`src/rtl/fnd_pkg.sv`:
```
// ============================================================================
// Module   : fnd_pkg
// Purpose  : Shared constants and FSM state type for the FND scan path.
// Revision : 1.0 - initial release
// ============================================================================
`default_nettype none

package fnd_pkg;

    localparam int DIGIT_NUM = 4;
    localparam int BCD_W     = 4;
    localparam int BIN_W     = 14;
    localparam int CONV_ITER = 14;
    localparam int BCD_TOT_W = DIGIT_NUM * BCD_W;
    localparam int SHIFT_W   = BCD_TOT_W + BIN_W;

    localparam logic [BIN_W-1:0] VALUE_MAX  = 14'd9999;
    localparam logic [BCD_W-1:0] BLANK_CODE = 4'hF;

    typedef enum logic [1:0] {
        IDLE   = 2'd0,
        SHIFT  = 2'd1,
        COMMIT = 2'd2
    } conv_state_e;

endpackage : fnd_pkg

`default_nettype wire

```
`src/rtl/fnd_scan_controller_bin2bcd_seq.sv`:
```
// ============================================================================
// Module   : bin2bcd_seq
// Purpose  : Sequential double-dabble converter, 14-bit binary to 4 BCD
//            digits. Inputs above 9999 are clamped and flagged.
// Revision : 1.0 - initial release
// ============================================================================
`default_nettype none

module bin2bcd_seq
    import fnd_pkg::*;
(
    input  logic                 i_clk,
    input  logic                 i_reset_n,
    input  logic                 i_valid,
    input  logic [BIN_W-1:0]     i_value,
    output logic                 o_ready,
    output logic                 o_done,
    output logic                 o_ovf,
    output logic [BCD_TOT_W-1:0] o_bcd
);

    localparam logic [3:0] ITER_LAST = 4'(CONV_ITER - 1);

    conv_state_e          state_q;
    logic [SHIFT_W-1:0]   shift_q;
    logic [SHIFT_W-1:0]   shift_d;
    logic [BCD_TOT_W-1:0] bcd_adj_d;
    logic [3:0]           iter_q;
    logic                 ready_q;
    logic                 done_q;
    logic                 ovf_q;
    logic [BIN_W-1:0]     clamp_d;
    logic                 ovf_d;

    // Saturate out-of-range inputs to the largest displayable value
    always_comb begin
        ovf_d   = (i_value > VALUE_MAX);
        clamp_d = ovf_d ? VALUE_MAX : i_value;
    end

    // One double-dabble step: add 3 to every nibble >= 5, then shift left
    always_comb begin
        bcd_adj_d = shift_q[SHIFT_W-1:BIN_W];
        for (int i = 0; i < DIGIT_NUM; i++) begin
            if (bcd_adj_d[i*BCD_W +: BCD_W] >= 4'd5) begin
                bcd_adj_d[i*BCD_W +: BCD_W] = bcd_adj_d[i*BCD_W +: BCD_W] + 4'd3;
            end
        end
        shift_d = {bcd_adj_d, shift_q[BIN_W-1:0]} << 1;
    end

    // Conversion FSM: accept in IDLE, 14 shift steps, one commit cycle
    always_ff @(posedge i_clk or negedge i_reset_n) begin
        if (!i_reset_n) begin
            state_q <= IDLE;
            shift_q <= '0;
            iter_q  <= '0;
            ready_q <= 1'b1;
            done_q  <= 1'b0;
            ovf_q   <= 1'b0;
        end else begin
            done_q <= 1'b0;
            case (state_q)
                IDLE: begin
                    if (i_valid) begin
                        state_q <= SHIFT;
                        shift_q <= {{BCD_TOT_W{1'b0}}, clamp_d};
                        iter_q  <= '0;
                        ready_q <= 1'b0;
                        ovf_q   <= ovf_d;
                    end
                end
                SHIFT: begin
                    shift_q <= shift_d;
                    iter_q  <= iter_q + 4'd1;
                    if (iter_q == ITER_LAST) begin
                        state_q <= COMMIT;
                        done_q  <= 1'b1;
                    end
                end
                COMMIT: begin
                    state_q <= IDLE;
                    ready_q <= 1'b1;
                end
                default: begin
                    state_q <= IDLE;
                    ready_q <= 1'b1;
                end
            endcase
        end
    end

    assign o_ready = ready_q;
    assign o_done  = done_q;
    assign o_ovf   = ovf_q;
    assign o_bcd   = shift_q[SHIFT_W-1:BIN_W];

endmodule : bin2bcd_seq

`default_nettype wire

```
`src/rtl/fnd_scan_controller.sv`:
```
// ============================================================================
// Module   : fnd_scan_controller
// Purpose  : Converts a binary value to BCD and time-multiplexes the four
//            digits onto a shared BCD bus with active-low digit selects.
//            Optional leading-zero blanking when FND_LZB_EN is defined.
// Revision : 1.0 - initial release
// ============================================================================
`default_nettype none

module fnd_scan_controller
    import fnd_pkg::*;
#(
    parameter int SCAN_DIV = 100000,
    parameter int VALUE_W  = 14
) (
    input  logic               i_clk,
    input  logic               i_reset_n,
    input  logic               i_en,
    input  logic [VALUE_W-1:0] i_value,
    input  logic               i_valid,
    output logic               o_ready,
    input  logic [3:0]         i_dp_mask,
    output logic [3:0]         o_bcd,
    output logic [3:0]         o_digit_sel,
    output logic               o_dp,
    output logic               o_ovf
);

    localparam int             PRE_W    = (SCAN_DIV > 1) ? $clog2(SCAN_DIV) : 1;
    localparam logic [PRE_W-1:0] PRE_LAST = PRE_W'(SCAN_DIV - 1);

    logic [PRE_W-1:0]     pre_q;
    logic [1:0]           idx_q;
    logic [BCD_TOT_W-1:0] disp_q;
    logic [BCD_TOT_W-1:0] conv_bcd;
    logic                 conv_done;
    logic [BCD_W-1:0]     bcd_d;
    logic [BCD_W-1:0]     nib_d;
    logic [3:0]           bcd_q;
    logic [3:0]           sel_q;
    logic                 dp_q;

    bin2bcd_seq u_conv (
        .i_clk     (i_clk),
        .i_reset_n (i_reset_n),
        .i_valid   (i_valid),
        .i_value   (i_value[BIN_W-1:0]),
        .o_ready   (o_ready),
        .o_done    (conv_done),
        .o_ovf     (o_ovf),
        .o_bcd     (conv_bcd)
    );

    // Display register: only a finished conversion replaces what is shown
    always_ff @(posedge i_clk or negedge i_reset_n) begin
        if (!i_reset_n) begin
            disp_q <= '0;
        end else if (conv_done) begin
            disp_q <= conv_bcd;
        end
    end

    // Slot prescaler and digit index; both parked at zero while disabled
    always_ff @(posedge i_clk or negedge i_reset_n) begin
        if (!i_reset_n) begin
            pre_q <= '0;
            idx_q <= '0;
        end else if (!i_en) begin
            pre_q <= '0;
            idx_q <= '0;
        end else if (pre_q == PRE_LAST) begin
            pre_q <= '0;
            idx_q <= idx_q + 2'd1;
        end else begin
            pre_q <= pre_q + 1'b1;
        end
    end

    // Select the active nibble and optionally blank zeros above the top digit
    always_comb begin
        nib_d = disp_q[{idx_q, 2'b00} +: BCD_W];
`ifdef FND_LZB_EN
        case (idx_q)
            2'd1:    bcd_d = (disp_q[15:4]  == 12'd0) ? BLANK_CODE : nib_d;
            2'd2:    bcd_d = (disp_q[15:8]  == 8'd0)  ? BLANK_CODE : nib_d;
            2'd3:    bcd_d = (disp_q[15:12] == 4'd0)  ? BLANK_CODE : nib_d;
            default: bcd_d = nib_d;
        endcase
`else
        bcd_d = nib_d;
`endif
    end

    // Registered pad-side outputs derived from the current index
    always_ff @(posedge i_clk or negedge i_reset_n) begin
        if (!i_reset_n) begin
            bcd_q <= 4'h0;
            sel_q <= 4'b1111;
            dp_q  <= 1'b1;
        end else begin
            bcd_q <= bcd_d;
            if (i_en) begin
                sel_q <= ~(4'b0001 << idx_q);
                dp_q  <= ~i_dp_mask[idx_q];
            end else begin
                sel_q <= 4'b1111;
                dp_q  <= 1'b1;
            end
        end
    end

    assign o_bcd       = bcd_q;
    assign o_digit_sel = sel_q;
    assign o_dp        = dp_q;

endmodule : fnd_scan_controller

`default_nettype wire
```
`config.mk`:
```
export PLATFORM = sky130hd
export DESIGN_NAME = fnd_scan_controller
export DESIGN_NICKNAME = d
export VERILOG_FILES = /design/src/rtl/fnd_pkg.sv /design/src/rtl/fnd_scan_controller_bin2bcd_seq.sv /design/src/rtl/fnd_scan_controller.sv
export SDC_FILE = /design/constraint.sdc
export NUM_CORES = 1
export LEC_CHECK = 0
export CAP_MARGIN = 20
export CORE_MARGIN = 2
export CORE_UTILIZATION = 45
export CTS_BUF_LIST = sky130_fd_sc_hd__clkbuf_8 sky130_fd_sc_hd__clkbuf_16
export DETAILED_ROUTE_END_ITERATION = 8
export SLEW_MARGIN = 20
export SYNTH_ARGS = -nofsm -noshare
export SYNTH_HDL_FRONTEND = slang
export SYNTH_SLANG_ARGS = --single-unit
export TNS_END_PERCENT = 1
```
`constraint.sdc`:
```
create_clock -name i_clk -period 3.5 [get_ports i_clk]
set_input_delay 0.875 -clock i_clk [delete_from_list [all_inputs] [get_ports i_clk]]
set_output_delay 0.875 -clock i_clk [all_outputs]
set_load 0.02 [all_outputs]
```
==> results by stage <==
Synthesis:
- Sequential cells were found to cover 54.0% of the synthesized design area.
- After synthesis, the share of flip-flops with an asynchronous set or reset is 100%.
- The mean instance size in the synthesized netlist is 11.5 sq um.
- After technology mapping, the gate count stands at 335.
- The number of nets in the synthesized netlist is 372.
- The predominant post-synthesis flop cell is sky130_fd_sc_hd__dfrtp_1.
- The unique cell type count in the Yosys netlist is 41.
- After synthesis the cells add up to 0.00386 sq mm.
- The number of enable flip-flop cells after synthesis is 0.
- During synthesis, Yosys emitted a total of 0 warnings.
- The synthesized design contains 83 register bits.

Floorplanning:
- The floorplan die width is ~97 um.
- The total die area is roughly 0.0093 sq mm.
- The number of top-level pins is 33.
- The initial utilization of the core area, before any placement, comes to 46.8%.
- The floorplan has 33 rows.
- In this run the standard cell core region covers 0.00826 sq mm.
- The vertical die dimension is 96.7 um.

STA:
- The shortest period the worst path allows is between 2 and 2.5 ns.
- The clock arrives with 0.0112 ns of skew.
- After layout, the worst path uses 67.2% of the clock period.
- The number of max-slew violations in the final report is 0.
- Setup violations remaining at the end of the flow were counted as 0.
- Setup repair after global routing left no endpoint under its margin.
- The final worst-path setup slack is 1.15 ns.
- Derived from the worst setup path, the maximum achievable clock frequency is 425 MHz.
- Adding up every negative setup slack in the final design gives 0 ns.
- For the pin with the worst max-slew slack, the measured transition is 0.734 ns.
- The worst pin sits at a relative slew slack of 51.1%.
- The hold violation total from the final report came to 0.

Worst hold path:
- The launch instance of the worst min-delay path is pre_q[0].
- The endpoint of the worst hold-timing path is pre_q[0].
- The worst hold path belongs to the class reg2reg.
- The cell depth of the worst hold path is 1.

Clock tree:
- Counting along the longest clock path gives a buffer depth of 2.
- The buffer count from post-CTS setup fixing is 0.
- For this design, the CTS-stage hold fixing added 0 buffers.
- The H-tree level count is 3.
- The CTS tree is done.
- The clock slew at the register clock pins of the worst setup and hold paths is 0.09 ns.
- In this run, post-CTS repair resized a total of 0 instances.
- The cell at the root of the clock tree is sky130_fd_sc_hd__clkbuf_8.
- Clock tree synthesis found a total of 83 sinks.
- The number of clock buffers added by TritonCTS is 9.
- The clock latency reported for the late side of the worst-skew pair is 0.35 ns.

Drt:
- The DRC violation count after routing is 0.
- The number of DRC markers after the initial detailed-route iteration is 140.
- The final route contains 2577 vias.
- Before antenna repair, the detailed router went through 4 iterations.
- The per-cell via count in the routed design is 5.43.
- The total wirelength of the detailed-routed design is 7080 um.
- Once detail routing completed, the nets flagged for antenna violations numbered 0.
- In the final routed layout, each cell accounts on average for between 10 and 15 um.

Critical path:
- The buffer and inverter count on the worst path is 1.
- Counting cells, the worst reg-to-reg path comes to 5.
- The slowest stage cell on the critical path is sky130_fd_sc_hd__clkdlybuf4s50_1.
- The critical path class is reg2out.
- Walking the worst path, the cells encountered are clkdlybuf4s50_1.
- The endpoint identified for the worst register-to-register timing path is pre_q[2].
- The kind of cell with the highest combined delay along the critical path is buffers and inverters.
- STA classifies the critical path endpoint as a primary output.
- In this design, the stage delay of the slowest critical-path cell is ~0.6 ns.
- In this run the worst path has a maximum fanout of 2.
- The launching point of the worst reg2reg path is pre_q[0].
- The required time of the critical path is about 2.6 ns.
- For the worst setup path, the data arrival time is 1.48 ns.
- The worst setup path is launched from a register.
- The minimum setup slack among reg-to-reg paths is 1.60 ns.

Cells and area:
- Counting the fill cells in the layout gives 724.
- The sequential cell area is 0.00208 sq mm.
- The net total in the final layout is 402.
- The share of layout cells above drive strength 1 is 14.6%.
- In the final layout, the multi-input gates occupy 0.00164 sq mm.
- Once layout is done, the placed cells without fillers occupy between 0.004 and 0.005 sq mm.
- 0 antenna diodes ended up in the layout.
- The area growth from synthesis to layout is 15.3%.

Placed design:
- The congestion estimate from routability-driven global placement came to 0.765.
- After legalization and detailed placement, the total HPWL measured between 4000 and 5000 um.
- Before CTS, the worst setup slack after placement is 1.03 ns.
- Input and output buffers added on the ports amount to 32.
- After detailed placement, the total cell area comes to 0.00425 sq mm.

Power:
- Power comes to 3.28 mW.
- The leakage power is between 1.5 and 2 nW.
- For this design the ratio of total power to cell area is 736 mW/mm^2.
- IR analysis of the VDD net gives a maximum drop of roughly 0.00056 V.

Global route:
- The initial antenna violation count is 0.
- The via count of the first global-routing pass is about 2600.
- The first-pass GRT wire length is 12400 um.
- The overall fraction of global-route tracks in use is 16.2%.
- For this run the aggregate overflow at the end of global routing stands at 0.
- The pin count of the biggest net entering global routing is 84.

Job:
- Across the run, the number of max-cap violations was 0.

Outcome:
- The flow ran to the end, and the final reports show no timing, DRC or antenna violations.
cells in the final DEF, fill, tap and decap left out, types with 4 or more instances in the layout:
cell type / n
sky130_fd_sc_hd__ha_1: 15
sky130_fd_sc_hd__nor2_1: 23
sky130_fd_sc_hd__nand4_1: 7
sky130_fd_sc_hd__a21oi_1: 8
sky130_fd_sc_hd__nand3_1: 6
sky130_fd_sc_hd__mux4_2: 5
sky130_fd_sc_hd__a21o_1: 6
sky130_fd_sc_hd__o22ai_1: 6
sky130_fd_sc_hd__nand2b_1: 6
sky130_fd_sc_hd__mux2_2: 19
sky130_fd_sc_hd__a22o_1: 7
sky130_fd_sc_hd__dfstp_2: 6
sky130_fd_sc_hd__dfrtp_1: 77
sky130_fd_sc_hd__nand2_1: 27
sky130_fd_sc_hd__o31ai_1: 7
sky130_fd_sc_hd__inv_1: 13
sky130_fd_sc_hd__buf_4: 4
sky130_fd_sc_hd__nor3_1: 8
sky130_fd_sc_hd__clkdlybuf4s50_1: 31
sky130_fd_sc_hd__clkbuf_8: 11
sky130_fd_sc_hd__xor2_1: 10
sky130_fd_sc_hd__o21ai_0: 20
sky130_fd_sc_hd__a32o_1: 4
sky130_fd_sc_hd__xnor2_1: 10
layer usage:
layer	vias up	track usage, %	routed length [um]
li1	1246	-	-
met1	1294	22.6	3530
met2	31	25.0	3280
met3	6	2.89	203
met4	0	7.26	72
met5	-	0	0
flip-flops by register name, indices dropped and copies added, names as in the netlist:
name,count
disp_q,16
idx_q,2
o_bcd,4
o_digit_sel,4
o_dp,1
pre_q,17
u_conv.iter_q,4
u_conv.o_done,1
u_conv.o_ovf,1
u_conv.o_ready,1
u_conv.shift_q,30
u_conv.state_q,2
cell type report:
type                       count  area share (%)
clock buffer                  11            3.40
clock inverter                 5            1.21
inverter                      12            1.01
multi-input combinational    223            36.8
sequential                    83            46.8
tap                          105            2.95
timing repair buffer          36            7.89
where the power goes:
part / switching, mW / internal [mW]
combinational: 0.526 / 0.553
clock: 0.339 / 0.365
sequential: 0.221 / 1.27
total: 1.09 / 2.19
synthesized netlist by cell type, types with 2 or more instances:
cell / number / area share (%)
sky130_fd_sc_hd__nand2b_1: 6 / 0.97
sky130_fd_sc_hd__o22ai_1: 6 / 0.97
sky130_fd_sc_hd__o32ai_1: 3 / 0.68
sky130_fd_sc_hd__nor4_1: 2 / 0.32
sky130_fd_sc_hd__and3_1: 2 / 0.32
sky130_fd_sc_hd__o21ai_0: 20 / 2.6
sky130_fd_sc_hd__o21bai_1: 2 / 0.39
sky130_fd_sc_hd__ha_1: 15 / 4.9
sky130_fd_sc_hd__nand2_1: 27 / 2.6
sky130_fd_sc_hd__or3_1: 3 / 0.49
sky130_fd_sc_hd__mux2_2: 19 / 5.5
sky130_fd_sc_hd__nor4bb_1: 2 / 0.52
sky130_fd_sc_hd__o21a_1: 2 / 0.39
sky130_fd_sc_hd__xor2_1: 10 / 2.3
sky130_fd_sc_hd__a22o_1: 7 / 1.6
sky130_fd_sc_hd__a21oi_1: 8 / 1.0
sky130_fd_sc_hd__buf_6: 2 / 0.58
sky130_fd_sc_hd__mux2i_1: 2 / 0.52
sky130_fd_sc_hd__nor3_1: 8 / 1.0
sky130_fd_sc_hd__buf_1: 2 / 0.19
sky130_fd_sc_hd__and2_1: 2 / 0.32
sky130_fd_sc_hd__mux4_2: 5 / 2.9
sky130_fd_sc_hd__xnor2_1: 10 / 2.3
sky130_fd_sc_hd__nor2b_1: 2 / 0.32
sky130_fd_sc_hd__buf_2: 5 / 0.65
sky130_fd_sc_hd__dfrtp_1: 77 / 50
sky130_fd_sc_hd__inv_1: 12 / 1.2
sky130_fd_sc_hd__nand3_1: 6 / 0.78
sky130_fd_sc_hd__o31ai_1: 7 / 1.4
sky130_fd_sc_hd__a32o_1: 4 / 1.0
sky130_fd_sc_hd__clkbuf_1: 7 / 0.68
sky130_fd_sc_hd__dfstp_2: 6 / 4.1
sky130_fd_sc_hd__nand4_1: 7 / 1.1
sky130_fd_sc_hd__nor2_1: 23 / 2.2
sky130_fd_sc_hd__and4_4: 2 / 0.58
sky130_fd_sc_hd__a21o_1: 6 / 1.2
sky130_fd_sc_hd__and4_1: 2 / 0.45
through the flow:
stage / utilization, % / std cells / hold WS (ns)
detailed placement: 51.4 / 459 / 0.454
floorplan: - / 335 / 0.429
finish: 54.0 / 475 / 0.461
global placement: 51.4 / 459 / 0.451
CTS: 53.9 / 475 / 0.465
global route: 54.0 / 475 / 0.499
cells by family after synthesis:
| kind of cell | count (synthesis) | share of synthesized area [%] |
|---|---|---|
| buf+inv | 29 | 3.66 |
| simple gates | 96 | 12.6 |
| xor+xnor | 20 | 4.53 |
| flops | 83 | 54.0 |
| compound gates | 66 | 11.5 |
| fa+ha+maj | 15 | 4.86 |
| mux | 26 | 8.97 |
how the worst max path moves through the flow:
stage | from | endpoint | slack [ns] | cells after the start
after floorplan | i_valid | u_conv.shift_q[8] | 1.73 | 5
after global placement | i_valid | u_conv.shift_q[4] | 1.07 | 6
after detailed placement | i_valid | u_conv.shift_q[7] | 1.03 | 6
after CTS | u_conv.o_ready | o_ready | 1.12 | 1
after global routing | u_conv.o_ready | o_ready | 1.10 | 1
final | u_conv.o_ready | o_ready | 1.15 | 1
Power figures use the tool's default switching activity.
